## config.mk

```make
export PLATFORM = sky130hd
export DESIGN_NAME = if_fetch_queue
export DESIGN_NICKNAME = d
export VERILOG_FILES = /design/src/rtl/if_pkg.sv /design/src/rtl/if_fetch_queue_if_queue.sv /design/src/rtl/if_fetch_queue.sv
export SDC_FILE = /design/constraint.sdc
export NUM_CORES = 1
export LEC_CHECK = 0
export CELL_PAD_IN_SITES_DETAIL_PLACEMENT = 0
export CELL_PAD_IN_SITES_GLOBAL_PLACEMENT = 2
export CORE_MARGIN = 2
export CORE_UTILIZATION = 37
export DETAILED_ROUTE_END_ITERATION = 12
export PLACE_DENSITY = 0.73
export SYNTH_ARGS = -nofsm -noshare
export SYNTH_HDL_FRONTEND = slang
export SYNTH_SLANG_ARGS = --single-unit
export TNS_END_PERCENT = 50
```

## constraint.sdc

```tcl
create_clock -name clk -period 4 [get_ports clk]
set_input_delay 1 -clock clk [delete_from_list [all_inputs] [get_ports clk]]
set_output_delay 1 -clock clk [all_outputs]
set_load 0.05 [all_outputs]
```

## src/rtl/if_pkg.sv

```systemverilog
// Shared types and constants for the instruction-fetch stage.
package if_pkg;

   // Fetch controller states
   typedef enum logic [1:0] {
      START  = 2'd0,
      FETCH  = 2'd1,
      REFILL = 2'd2
   } if_state_e;

   // Bytes per instruction; sequential fetch advances by this amount
   localparam int unsigned INST_BYTES = 4;

   // Widest word supported; ZERO_WORD is sliced down to XLEN by users
   localparam int unsigned WORD_MAX_W = 64;
   localparam logic [WORD_MAX_W-1:0] ZERO_WORD = '0;

endpackage

```

## src/rtl/if_fetch_queue_if_queue.sv

```systemverilog
// if_queue: synchronous FIFO of {pc, inst} pairs with flush, push, pop,
// occupancy count and registered head outputs. DEPTH must be a power of two
// so the read/write pointers wrap naturally.
module if_queue
   import if_pkg::*;
#(
   parameter int unsigned DEPTH = 4,
   parameter int unsigned XLEN  = 32
) (
   input  logic                    clk,
   input  logic                    rst,
   input  logic                    flush,
   input  logic                    push,
   input  logic [XLEN-1:0]         push_pc_i,
   input  logic [XLEN-1:0]         push_inst_i,
   input  logic                    pop,
   output logic [$clog2(DEPTH):0]  count_o,
   output logic                    empty_o,
   output logic [XLEN-1:0]         head_pc_o,
   output logic [XLEN-1:0]         head_inst_o
);

   localparam int unsigned PTR_W = $clog2(DEPTH);
   localparam int unsigned CNT_W = PTR_W + 1;

   typedef struct packed {
      logic [XLEN-1:0] pc;
      logic [XLEN-1:0] inst;
   } entry_t;

   entry_t           mem_q [DEPTH];
   entry_t           mem_d [DEPTH];
   logic [PTR_W-1:0] wr_ptr_q, wr_ptr_d;
   logic [PTR_W-1:0] rd_ptr_q, rd_ptr_d;
   logic [CNT_W-1:0] count_q, count_d;
   logic             do_push, do_pop;

   // Pointer, count and storage update; flush discards everything queued
   always_comb begin
      mem_d    = mem_q;
      wr_ptr_d = wr_ptr_q;
      rd_ptr_d = rd_ptr_q;
      count_d  = count_q;
      do_pop   = pop && (count_q != '0);
      do_push  = push && ((count_q != CNT_W'(DEPTH)) || do_pop);

      if (flush) begin
         wr_ptr_d = '0;
         rd_ptr_d = '0;
         count_d  = '0;
      end else begin
         if (do_push) begin
            mem_d[wr_ptr_q] = '{pc: push_pc_i, inst: push_inst_i};
            wr_ptr_d        = wr_ptr_q + PTR_W'(1);
         end
         if (do_pop) begin
            rd_ptr_d = rd_ptr_q + PTR_W'(1);
         end
         unique case ({do_push, do_pop})
            2'b10:   count_d = count_q + CNT_W'(1);
            2'b01:   count_d = count_q - CNT_W'(1);
            default: count_d = count_q;
         endcase
      end
   end

   // Control state: pointers and count are reset
   always_ff @(posedge clk or posedge rst) begin
      if (rst) begin
         wr_ptr_q <= '0;
         rd_ptr_q <= '0;
         count_q  <= '0;
      end else begin
         wr_ptr_q <= wr_ptr_d;
         rd_ptr_q <= rd_ptr_d;
         count_q  <= count_d;
      end
   end

   // Entry storage carries data only and needs no reset
   always_ff @(posedge clk) begin
      mem_q <= mem_d;
   end

   assign count_o     = count_q;
   assign empty_o     = (count_q == '0);
   assign head_pc_o   = mem_q[rd_ptr_q].pc;
   assign head_inst_o = mem_q[rd_ptr_q].inst;

endmodule

```

## src/rtl/if_fetch_queue.sv

```systemverilog
// if_fetch_queue: instruction-fetch stage with a DEPTH-entry prefetch queue.
// Streams sequential addresses to the I-cache, buffers {pc, inst} pairs and
// presents one instruction per cycle to ID. Redirects from ID flush the queue;
// a redirect during a cache miss is held pending until the miss resolves so
// the address seen by the cache never changes mid-miss.
// Optional feature macro: IFQ_BYPASS_EN -- when defined, a hit into an empty
// queue is forwarded to the outputs in the same cycle.
module if_fetch_queue
   import if_pkg::*;
#(
   parameter int unsigned     XLEN     = 32,
   parameter int unsigned     DEPTH    = 4,
   parameter logic [XLEN-1:0] RESET_PC = '0
) (
   input  logic            clk,
   input  logic            rst,
   output logic            req_o,
   output logic [XLEN-1:0] addr_o,
   input  logic [XLEN-1:0] data_i,
   input  logic            miss_i,
   input  logic            redirect_i,
   input  logic [XLEN-1:0] redirect_pc_i,
   input  logic            stall_i,
   output logic            valid_o,
   output logic [XLEN-1:0] inst_o,
   output logic [XLEN-1:0] pc_o
);

   localparam int unsigned     CNT_W = $clog2(DEPTH) + 1;
   localparam logic [XLEN-1:0] ZW    = ZERO_WORD[XLEN-1:0];
   localparam logic [XLEN-1:0] STEP  = XLEN'(INST_BYTES);

   if_state_e        state_q, state_d;
   logic [XLEN-1:0]  addr_q, addr_d;
   logic             pend_vld_q, pend_vld_d;
   logic [XLEN-1:0]  pend_pc_q, pend_pc_d;

   logic             req;
   logic             accept;
   logic             byp;
   logic             q_flush, q_push, q_pop, q_empty;
   logic [CNT_W-1:0] q_count;
   logic [XLEN-1:0]  q_head_pc, q_head_inst;

   if_queue #(
      .DEPTH (DEPTH),
      .XLEN  (XLEN)
   ) u_queue (
      .clk         (clk),
      .rst         (rst),
      .flush       (q_flush),
      .push        (q_push),
      .push_pc_i   (addr_q),
      .push_inst_i (data_i),
      .pop         (q_pop),
      .count_o     (q_count),
      .empty_o     (q_empty),
      .head_pc_o   (q_head_pc),
      .head_inst_o (q_head_inst)
   );

   // Next state, fetch address, pending redirect and queue control
   always_comb begin
      state_d    = state_q;
      addr_d     = addr_q;
      pend_vld_d = pend_vld_q;
      pend_pc_d  = pend_pc_q;
      req        = 1'b0;
      accept     = 1'b0;
      byp        = 1'b0;
      q_flush    = 1'b0;
      q_push     = 1'b0;
      q_pop      = 1'b0;

      // req_o uses the registered count, so a full queue being drained this
      // cycle still holds off the request until the next cycle
      unique case (state_q)
         FETCH:   req = (q_count != CNT_W'(DEPTH));
         REFILL:  req = 1'b1;
         default: req = 1'b0;
      endcase

      if (redirect_i) begin
         q_flush = 1'b1;
         if ((state_q == REFILL) && miss_i) begin
            // Cache is still busy with addr_o: remember the target, last one wins
            pend_vld_d = 1'b1;
            pend_pc_d  = redirect_pc_i;
         end else begin
            addr_d     = redirect_pc_i;
            pend_vld_d = 1'b0;
            state_d    = FETCH;
         end
      end else begin
         unique case (state_q)
            START: begin
               state_d = FETCH;
            end
            FETCH: begin
               if (req && miss_i) begin
                  state_d = REFILL;
               end else if (req) begin
                  accept = 1'b1;
               end
            end
            REFILL: begin
               if (!miss_i) begin
                  state_d = FETCH;
                  if (pend_vld_q) begin
                     // Response belongs to the abandoned path; drop it
                     addr_d     = pend_pc_q;
                     pend_vld_d = 1'b0;
                  end else begin
                     accept = 1'b1;
                  end
               end
            end
            default: begin
               state_d = START;
            end
         endcase

         if (accept) begin
            addr_d = addr_q + STEP;
         end

         q_pop = !q_empty && !stall_i;
`ifdef IFQ_BYPASS_EN
         byp    = accept && q_empty;
         q_push = accept && !(byp && !stall_i);
`else
         q_push = accept;
`endif
      end
   end

   // Control registers
   always_ff @(posedge clk or posedge rst) begin
      if (rst) begin
         state_q    <= START;
         addr_q     <= RESET_PC;
         pend_vld_q <= 1'b0;
      end else begin
         state_q    <= state_d;
         addr_q     <= addr_d;
         pend_vld_q <= pend_vld_d;
      end
   end

   // Pending redirect target is only meaningful while pend_vld_q is set
   always_ff @(posedge clk) begin
      pend_pc_q <= pend_pc_d;
   end

   // ID-side outputs: queue head, or the forwarded hit when bypassing
   always_comb begin
      valid_o = 1'b0;
      inst_o  = ZW;
      pc_o    = ZW;
      if (!q_empty) begin
         valid_o = 1'b1;
         inst_o  = q_head_inst;
         pc_o    = q_head_pc;
      end else if (byp) begin
         valid_o = 1'b1;
         inst_o  = data_i;
         pc_o    = addr_q;
      end
   end

   assign req_o  = req;
   assign addr_o = addr_q;

endmodule

```

==> flow_metrics.env, run 1 <==
export IMPL_place_area_um2=16300
export IMPL_drt_pre_antenna_iters=7
export IMPL_cap_violations=0
export IMPL_coreArea_um2=36600
export IMPL_setup_viol_count_final=0
export IMPL_cts_tree="done"
export IMPL_max_slew_margin=0.284
export IMPL_syn_to_final_growth_pct=27.0
export IMPL_num_vias=8105
export IMPL_wl_per_cell_um=21.9
export IMPL_syn_area_um2=13800
export IMPL_drive_gt1_frac=0.167
export IMPL_place_ws_ns=0.564
export IMPL_die_h_um=197
export IMPL_nets=1107
export IMPL_synth_area_top_cells="edfxtp_1 63%, mux4_2 10%, dfrtp_1 7.6%, and2_1 3.3%, nand2_1 1.3%"
export IMPL_yosys_area_top_type="edfxtp_1"
export IMPL_syn_area_per_cell_um2=16.5
export IMPL_path_class="flop to output port"
export IMPL_overflow=0
export IMPL_final_hold_violation_count=0
export IMPL_fillers=3193
export IMPL_drtIter0Drc=454
export IMPL_power_uw=13800
export IMPL_io_pins=167
export IMPL_crit_path_cell_trace="buf_12 -> mux4_2 -> and2_1 -> clkdlybuf4s50_1"
export IMPL_post_cts_buffers=0
export IMPL_cts_root_buf="clkbuf_16"
export IMPL_stdcell_area_um2=17500
export IMPL_worst_hold_slack_ns=0.512
export IMPL_syn_inst=834
export IMPL_critPathMaxFanout=34
export IMPL_clockBufferDepth=3
export IMPL_portBuffers=166
export IMPL_p_per_area_nw_per_um2=791
export IMPL_finalCritPeriodShare=0.965
export IMPL_rows=70
export IMPL_clock_latency_ns=0.52
export IMPL_drv_slew=0
export IMPL_die_width_um=197
export IMPL_multi_input_area_um2=3820
export IMPL_cts_resized=0
export IMPL_synth_async_sr_flop_share=0.127
export IMPL_fin_tns_setup_ns=0
export IMPL_yosysTopAreaCellShare=0.629
export IMPL_peakVddDrop_mv=0.511
export IMPL_postRouteWirelength_um=33400
export IMPL_slowest_stage="clkdlybuf4s50_1"
export IMPL_via_per_inst=5.31
export IMPL_yosysUniqueCellTypes=60
export IMPL_ys_seq_elements=330
export IMPL_antenna_found_initial=0
export IMPL_synth_most_common_cell="edfxtp_1"
export IMPL_max_stage_delay_ns=0.71
export IMPL_rsz0062_at_grt="no"
export IMPL_clkTransAtPathRegs_ns=0.06
export IMPL_cts_buffers=37
export IMPL_gp_congestion=0.758
export IMPL_yosysWarnings=0
export IMPL_synthFlopType="edfxtp_1"
export IMPL_period_needed_ns=3.86
export IMPL_cp_data_arrival_time_ns=2.86
export IMPL_hold_start="state_q[1]$_DFFE_PP0P_"
export IMPL_synth_common_cells="288 x edfxtp_1, 73 x and2_1, 64 x mux4_2"
export IMPL_synth_edf_count=288
export IMPL_p_leak_uw=0.00574
export IMPL_worst_pin_slew_ns=1.07
export IMPL_syn_num_nets=912
export IMPL_ant_nets=0
export IMPL_min_path_type="flop to flop"
export IMPL_endpoint_kind="output port"
export IMPL_synth_seq_area_share=0.705
export IMPL_fmax_mhz=259
export IMPL_antennaDiodeCount=0
export IMPL_ff_latch_area_um2=9710
export IMPL_grt_max_degree=41
export IMPL_post_route_drc_count=0
export IMPL_die_area_um2=38700
export IMPL_cts_sinks=330
export IMPL_holdBufCountCts=0
export IMPL_grt_usage=0.173
export IMPL_critPathLaunchType="flop"
export IMPL_hpwl_um=21400
export IMPL_initial_core_util=0.376
export IMPL_h_tree_depth=2
export IMPL_grt_pass1_wl_um=50600
export IMPL_cp_startpoint="u_queue.rd_ptr_q[0]$_DFFE_PP0P_"
export IMPL_status="finished clean"
export IMPL_clock_skew_ns=0.0216
export IMPL_first_global_vias=8121
export IMPL_required_ns=3.00
export IMPL_r2r_start="u_queue.count_o[0]$_DFFE_PP0P_"
export IMPL_fin_ws_ns=0.140
[cell type report]
| type | count | area share |
|---|---|---|
| flip-flops and latches | 330 | 0.556 |
| multi-input cells | 441 | 0.218 |
| repair buffers | 203 | 0.121 |
| clock buffers | 47 | 0.0576 |
| well taps | 468 | 0.0335 |
| clock inverters | 20 | 0.00995 |
| inverters | 16 | 0.00344 |
[logic make-up (layout without fill, tap and decap cells)]
logic type	count (synthesis)	count (layout)	share of synthesized area
flops	330	330	0.705
buf+inv	63	286	0.0188
xor+xnor	11	11	0.00701
simple gates	224	224	0.0875
compound gates	128	128	0.0639
fa+ha+maj	9	9	0.00873
mux	69	69	0.109
[sequential cells by signal (all words and copies together), names as in the netlist]
name / count
u_queue.mem_q: 256
addr_o: 32
pend_pc_q: 32
u_queue.count_o: 3
state_q: 2
u_queue.rd_ptr_q: 2
u_queue.wr_ptr_q: 2
pend_vld_q: 1
[layer usage]
metal  up-vias  wire [um]  global-route usage
li1       3679          -                   -
met1      4170      15300               0.245
met2       216      16100               0.285
met3        40       1510              0.0282
met4         0        500              0.0382
met5         -          0                   0
[stage by stage]
stage | std cells | utilization
after floorplan | 834 | -
after global placement | 1458 | 0.445
after detailed placement | 1458 | 0.445
after CTS | 1525 | 0.477
after global routing | 1525 | 0.477
final | 1525 | 0.477
[critical path: cells and delay by family, from the launching register on]
family / cells / cell delay [ns]
mux: 1 / 0.54
buf+inv: 2 / 1.01
simple gates: 1 / 0.20
flops: 1 / 0.55
[placed cells by master (no fill, tap or decap), types with 7 or more instances in the layout]
cell type / n
and2_1: 69
dfrtp_1: 40
inv_1: 15
ha_1: 8
nand4_1: 13
xnor2_1: 7
a211oi_1: 7
buf_4: 22
nor2_1: 27
clkdlybuf4s50_1: 165
nand3_1: 29
clkinv_1: 9
buf_12: 15
clkbuf_1: 8
a21oi_1: 32
nand2_1: 46
o21ai_0: 26
edfxtp_1: 288
mux4_2: 64
clkbuf_16: 39
[path summary, 6_finish.rpt]
kind / endpoint / slack, ns / depth (start not counted)
hold reg to reg: state_q[1]$_DFFE_PP0P_ / 0.51 / 2
max in group asynchronous: addr_o[8]$_DFFE_PP0P_ / 2.34 / 3
setup / recovery: pc_o[19] / 0.14 / 4
setup reg to reg: u_queue.count_o[2]$_DFFE_PP0P_ / 1.09 / 9
min in group asynchronous: addr_o[26]$_DFFE_PP0P_ / 0.80 / 2
hold / removal: state_q[1]$_DFFE_PP0P_ / 0.51 / 2
[power by group]
group          switching (uW)  leakage [uW]  internal, uW
clock                    1320      0.000573          1970
sequential                590       0.00311          4330
combinational            3480       0.00205          2120
No activity file was read; power rests on OpenSTA's default activity.
==> run 2, diff against run 1 <==
Settings changed: PLACE_DENSITY 0.73 to 0.74, SYNTH_HIERARCHICAL set to 1.
==> flow_metrics.env, run 2 <==
export IMPL_synth_most_common_cell="edfxtp_1"
export IMPL_finalCritPeriodShare=0.948
export IMPL_first_global_vias=8076
export IMPL_grt_pass1_wl_um=49600
export IMPL_grt_usage=0.169
export IMPL_r2r_setup_slack_ns=1.00
export IMPL_cts_tree="done"
export IMPL_synth_edf_count=288
export IMPL_synth_async_sr_flop_share=0.127
export IMPL_clkTransAtPathRegs_ns=0.06
export IMPL_mostFrequentLayoutCells="288 x edfxtp_1, 165 x clkdlybuf4s50_1, 64 x nor2b_1, 64 x mux4_2"
export IMPL_largest_reg_flops=256
export IMPL_syn_num_nets=906
export IMPL_r2r_start="u_queue/count_o[0]$_DFFE_PP0P_"
export IMPL_critPathLaunchType="flop"
export IMPL_syn_area_per_cell_um2=16.6
export IMPL_coreArea_um2=36600
export IMPL_slowest_stage="clkdlybuf4s50_1"
export IMPL_rows=70
export IMPL_synthSimpleGateAreaFrac=0.0849
export IMPL_cap_violations=0
export IMPL_hold_end="addr_o[2]$_DFFE_PP0P_"
export IMPL_clockBufferDepth=3
export IMPL_cts_resized=0
export IMPL_drive_gt1_frac=0.159
export IMPL_post_route_drc_count=0
export IMPL_post_cts_buffers=0
export IMPL_holdPathStages=2
export IMPL_multi_input_area_um2=3810
export IMPL_place_ws_ns=0.349
export IMPL_max_slew_margin=0.309
export IMPL_holdBufCountCts=0
export IMPL_critPathMaxFanout=20
export IMPL_cts_buffers=36
export IMPL_worstReg2RegEnd="u_queue/mem_q[205]$_DFFE_PP_"
export IMPL_yosys_area_top_type="edfxtp_1"
export IMPL_yosysTopAreaCellShare=0.627
export IMPL_hold_start="pend_pc_q[2]$_DFFE_PP_"
export IMPL_place_area_um2=16200
export IMPL_rsz0062_at_grt="no"
export IMPL_synthMuxAreaShare=0.107
export IMPL_synthFlopType="edfxtp_1"
export IMPL_syn_area_um2=13800
export IMPL_path_class="flop to output port"
export IMPL_drt_pre_antenna_iters=5
export IMPL_synth_compound_area_frac=0.0625
export IMPL_die_area_um2=38800
export IMPL_top_register="u_queue/mem_q"
export IMPL_cp_data_arrival_time_ns=2.79
export IMPL_period_needed_ns=3.79
export IMPL_stdcell_area_um2=17300
export IMPL_cts_root_buf="clkbuf_16"
export IMPL_syn_inst=828
export IMPL_worst_pin_slew_ns=1.04
export IMPL_cts_sinks=330
export IMPL_ys_seq_elements=330
export IMPL_drv_slew=0
export IMPL_final_common_cell="edfxtp_1"
export IMPL_synth_common_cells="288 x edfxtp_1, 64 x mux4_2, 64 x nor2b_1"
export IMPL_synth_top_family_by_area="multiplexers"
export IMPL_status="finished clean"
export IMPL_drtIter0Drc=504
export IMPL_r2r_cells=8
export IMPL_clock_latency_ns=0.51
export IMPL_io_pins=167
export IMPL_ant_nets=0
export IMPL_endpoint_kind="output port"
export IMPL_required_ns=3.00
export IMPL_p_leak_uw=0.00561
export IMPL_worst_hold_slack_ns=0.515
export IMPL_h_tree_depth=2
export IMPL_crit_path_cell_trace="buf_4 -> mux4_2 -> nor2b_1 -> clkdlybuf4s50_1"
export IMPL_ff_latch_area_um2=9710
export IMPL_final_hold_violation_count=0
export IMPL_p_per_area_nw_per_um2=575
export IMPL_synth_area_top_cells="edfxtp_1 63%, mux4_2 10%, dfrtp_1 7.6%, nor2b_1 2.9%, a21oi_1 1.5%"
export IMPL_gp_congestion=0.733
export IMPL_clock_skew_ns=0.0119
export IMPL_min_path_type="flop to flop"
export IMPL_via_per_inst=5.32
export IMPL_antenna_found_initial=0
export IMPL_portBuffers=166
export IMPL_yosysWarnings=6
export IMPL_peakVddDrop_mv=0.321
export IMPL_yosysUniqueCellTypes=68
export IMPL_initial_core_util=0.376
export IMPL_num_vias=8044
export IMPL_setup_viol_count_final=0
export IMPL_die_width_um=197
export IMPL_overflow=0
export IMPL_die_h_um=197
export IMPL_hpwl_um=21100
export IMPL_fillers=3175
export IMPL_postRouteWirelength_um=32800
export IMPL_nets=1094
export IMPL_fin_ws_ns=0.208
export IMPL_synth_xor_area_share=0.0108
export IMPL_grt_max_degree=51
export IMPL_fmax_mhz=264
export IMPL_syn_to_final_growth_pct=25.9
export IMPL_wl_per_cell_um=21.7
export IMPL_max_stage_delay_ns=0.72
export IMPL_synthAdderAreaFrac=0.00871
export IMPL_synth_seq_area_share=0.704
-- run 2: cell type report --
type,instances,share of cell area
multi-input cells,430,0.219
flip-flops and latches,330,0.559
clock inverters,17,0.0103
clock buffers,47,0.0543
inverters,19,0.00411
diodes,1,0.000144
well taps,468,0.0338
repair buffers,199,0.118
-- run 2: logic make-up after synthesis --
group           after synthesis
xor+xnor                     17
compound gates              132
mux                          68
flops                       330
simple gates                204
buf+inv                      68
fa+ha+maj                     9
-- run 2: critical path, delay by kind of cell (launching register included) --
kind	cells	cell delay, ns
multiplexers	1	0.57
flip-flops	1	0.45
buffers and inverters	2	1.10
AND/OR/NAND/NOR	1	0.16
-- run 2: worst max-delay path by stage --
stage / startpoint / end / slack [ns] / depth (start not counted)
after detailed placement: miss_i / u_queue/count_o[2]$_DFFE_PP0P_ / 0.35 / 10
final: u_queue/rd_ptr_q[0]$_DFFE_PP0P_ / pc_o[12] / 0.21 / 4
after global routing: u_queue/rd_ptr_q[0]$_DFFE_PP0P_ / pc_o[12] / 0.09 / 4
after floorplan: miss_i / u_queue/mem_q[192]$_DFFE_PP_ / -0.45 / 9
after CTS: u_queue/rd_ptr_q[0]$_DFFE_PP0P_ / pc_o[12] / 0.15 / 4
after global placement: miss_i / u_queue/count_o[2]$_DFFE_PP0P_ / 0.37 / 10
-- run 2: power breakdown --
| group | internal, uW | switching [uW] |
|---|---|---|
| Sequential | 4180 | 500 |
| Combinational | 762 | 1390 |
| Clock | 1860 | 1280 |
| Total | 6810 | 3170 |
-- run 2: per-stage QoR --
step / utilization / std cells / power [uW] / setup TNS (ns)
5_1_grt: 0.474 / 1510 / 10400 / 0
6_report: 0.474 / 1511 / 9980 / 0
3_5_place_dp: 0.443 / 1446 / 6920 / 0
4_1_cts: 0.474 / 1510 / 10100 / 0
3_3_place_gp: 0.443 / 1446 / 6900 / 0
2_1_floorplan: - / 828 / 5970 / -28.99
-- run 2: routing by layer --
layer	GRT usage	up-vias	wire (um)
met5	0	-	0
met4	0.0362	0	447
met3	0.0253	37	1770
met2	0.271	245	15500
met1	0.244	4129	15100
li1	-	3633	-
==> run 3, diff against run 2 <==
Settings changed: MAX_ROUTING_LAYER set to met4, PLACE_DENSITY 0.74 to 0.83.
==> flow_metrics.env, run 3 (synthesis results as in run 2) <==
export IMPL_r2r_start="state_q[0]$_DFFE_PP0P_"
export IMPL_postRouteWirelength_um=32200
export IMPL_endpoint_kind="output port"
export IMPL_final_hold_violation_count=0
export IMPL_rows=70
export IMPL_cp_data_arrival_time_ns=2.84
export IMPL_cp_startpoint="u_queue/rd_ptr_q[0]$_DFFE_PP0P_"
export IMPL_p_per_area_nw_per_um2=581
export IMPL_initial_core_util=0.376
export IMPL_top_register="u_queue/mem_q"
export IMPL_r2r_setup_slack_ns=0.99
export IMPL_final_common_cell="edfxtp_1"
export IMPL_peakVddDrop_mv=0.272
export IMPL_max_slew_margin=0.314
export IMPL_place_ws_ns=0.286
export IMPL_place_inst=1441
export IMPL_wirelength_met1_um=14600
export IMPL_critPathLaunchType="flop"
export IMPL_antenna_found_initial=0
export IMPL_cts_tree="done"
export IMPL_p_leak_uw=0.00562
export IMPL_syn_to_final_growth_pct=26.2
export IMPL_hpwl_um=20000
export IMPL_multi_input_area_um2=3810
export IMPL_mostFrequentLayoutCells="288 x edfxtp_1, 165 x clkdlybuf4s50_1, 64 x nor2b_1, 64 x mux4_2"
export IMPL_required_ns=3.00
export IMPL_h_tree_depth=2
export IMPL_first_global_vias=8035
export IMPL_portBuffers=166
export IMPL_worstReg2RegEnd="u_queue/mem_q[56]$_DFFE_PP_"
export IMPL_critPathMaxFanout=20
export IMPL_clockBufferDepth=3
export IMPL_fin_ws_ns=0.157
export IMPL_finalNonFillerCells=1507
export IMPL_num_vias=7916
export IMPL_rsz0062_at_grt="no"
export IMPL_finalCritPeriodShare=0.961
export IMPL_die_width_um=197
export IMPL_fin_tns_setup_ns=0
export IMPL_r2r_cells=10
export IMPL_clock_skew_ns=0.0139
export IMPL_setup_viol_count_final=0
export IMPL_largest_reg_flops=256
export IMPL_cts_sinks=330
export IMPL_drt_pre_antenna_iters=5
export IMPL_cts_buffers=36
export IMPL_coreArea_um2=36600
export IMPL_antennaDiodeCount=0
export IMPL_cap_violations=0
export IMPL_overflow=0
export IMPL_clock_latency_ns=0.51
export IMPL_fillers=3168
export IMPL_worst_hold_slack_ns=0.511
export IMPL_grt_max_degree=66
export IMPL_status="finished clean"
export IMPL_grt_usage=0.170
export IMPL_crit_end="pc_o[14]"
export IMPL_min_path_type="flop to flop"
export IMPL_die_h_um=197
export IMPL_via_per_inst=5.25
export IMPL_stdcell_area_um2=17400
export IMPL_cts_root_buf="clkbuf_16"
export IMPL_place_area_um2=16200
export IMPL_ff_latch_area_um2=9710
export IMPL_gp_congestion=0.754
export IMPL_met3_length_um=1790
export IMPL_die_area_um2=38800
export IMPL_ant_nets=0
export IMPL_drv_slew=0
export IMPL_clkTransAtPathRegs_ns=0.06
export IMPL_worst_pin_slew_ns=1.03
export IMPL_post_route_drc_count=0
export IMPL_period_needed_ns=3.84
export IMPL_holdPathStages=2
export IMPL_grt_pass1_wl_um=48600
export IMPL_nets=1090
export IMPL_path_class="flop to output port"
export IMPL_drive_gt1_frac=0.160
export IMPL_io_pins=167
export IMPL_top_layer_used="met4"
export IMPL_fmax_mhz=260
export IMPL_cts_resized=0
export IMPL_met2_length_um=15300
export IMPL_drtIter0Drc=549
export IMPL_wl_per_cell_um=21.3
## run 3: area by class of cell
type                       instances  area share
clock buffer                      40      0.0526
clock inverter                    25      0.0154
inverter                          19     0.00410
multi-input combinational        430       0.219
sequential                       330       0.558
tap                              468      0.0337
timing repair buffer             195       0.118
## run 3: power by group
group / leakage (uW) / internal (uW) / switching (uW)
clock network: 0.000565 / 1980 / 1310
logic: 0.00195 / 765 / 1360
registers: 0.00310 / 4180 / 507
## run 3: stage by stage
stage	util	total power, uW
2_1_floorplan	-	5970
3_3_place_gp	0.442	6870
3_5_place_dp	0.442	6910
4_1_cts	0.475	10200
5_1_grt	0.475	10500
6_report	0.475	10100
## run 3: routing by layer
layer	global-route usage	vias to the layer above
met1	0.235	4029
met3	0.0291	38
met4	0.0370	0
li1	-	3623
met5	-	-
met2	0.267	226
## run 3: worst min path at each step
stage,to,slack (ns),from
after detailed placement,addr_o[2]$_DFFE_PP0P_,0.50,pend_pc_q[2]$_DFFE_PP_
after CTS,addr_o[2]$_DFFE_PP0P_,0.51,pend_pc_q[2]$_DFFE_PP_
final,addr_o[2]$_DFFE_PP0P_,0.51,pend_pc_q[2]$_DFFE_PP_
after global placement,addr_o[2]$_DFFE_PP0P_,0.48,pend_pc_q[2]$_DFFE_PP_
after global routing,addr_o[4]$_DFFE_PP0P_,0.58,pend_pc_q[4]$_DFFE_PP_
after floorplan,addr_o[2]$_DFFE_PP0P_,0.47,pend_pc_q[2]$_DFFE_PP_
## run 3: critical path: stages (launching register included)
cell	delay (ns)
dfrtp_4	0.64
buf_12	0.26
mux4_2	0.53
nor2b_1	0.18
clkdlybuf4s50_1	0.72
## run 3: repair_timing
item                                    4_1_cts  5_1_grt
buffers inserted                              0        1
hold buffers                                  0        0
endpoints found under the setup margin        0        3
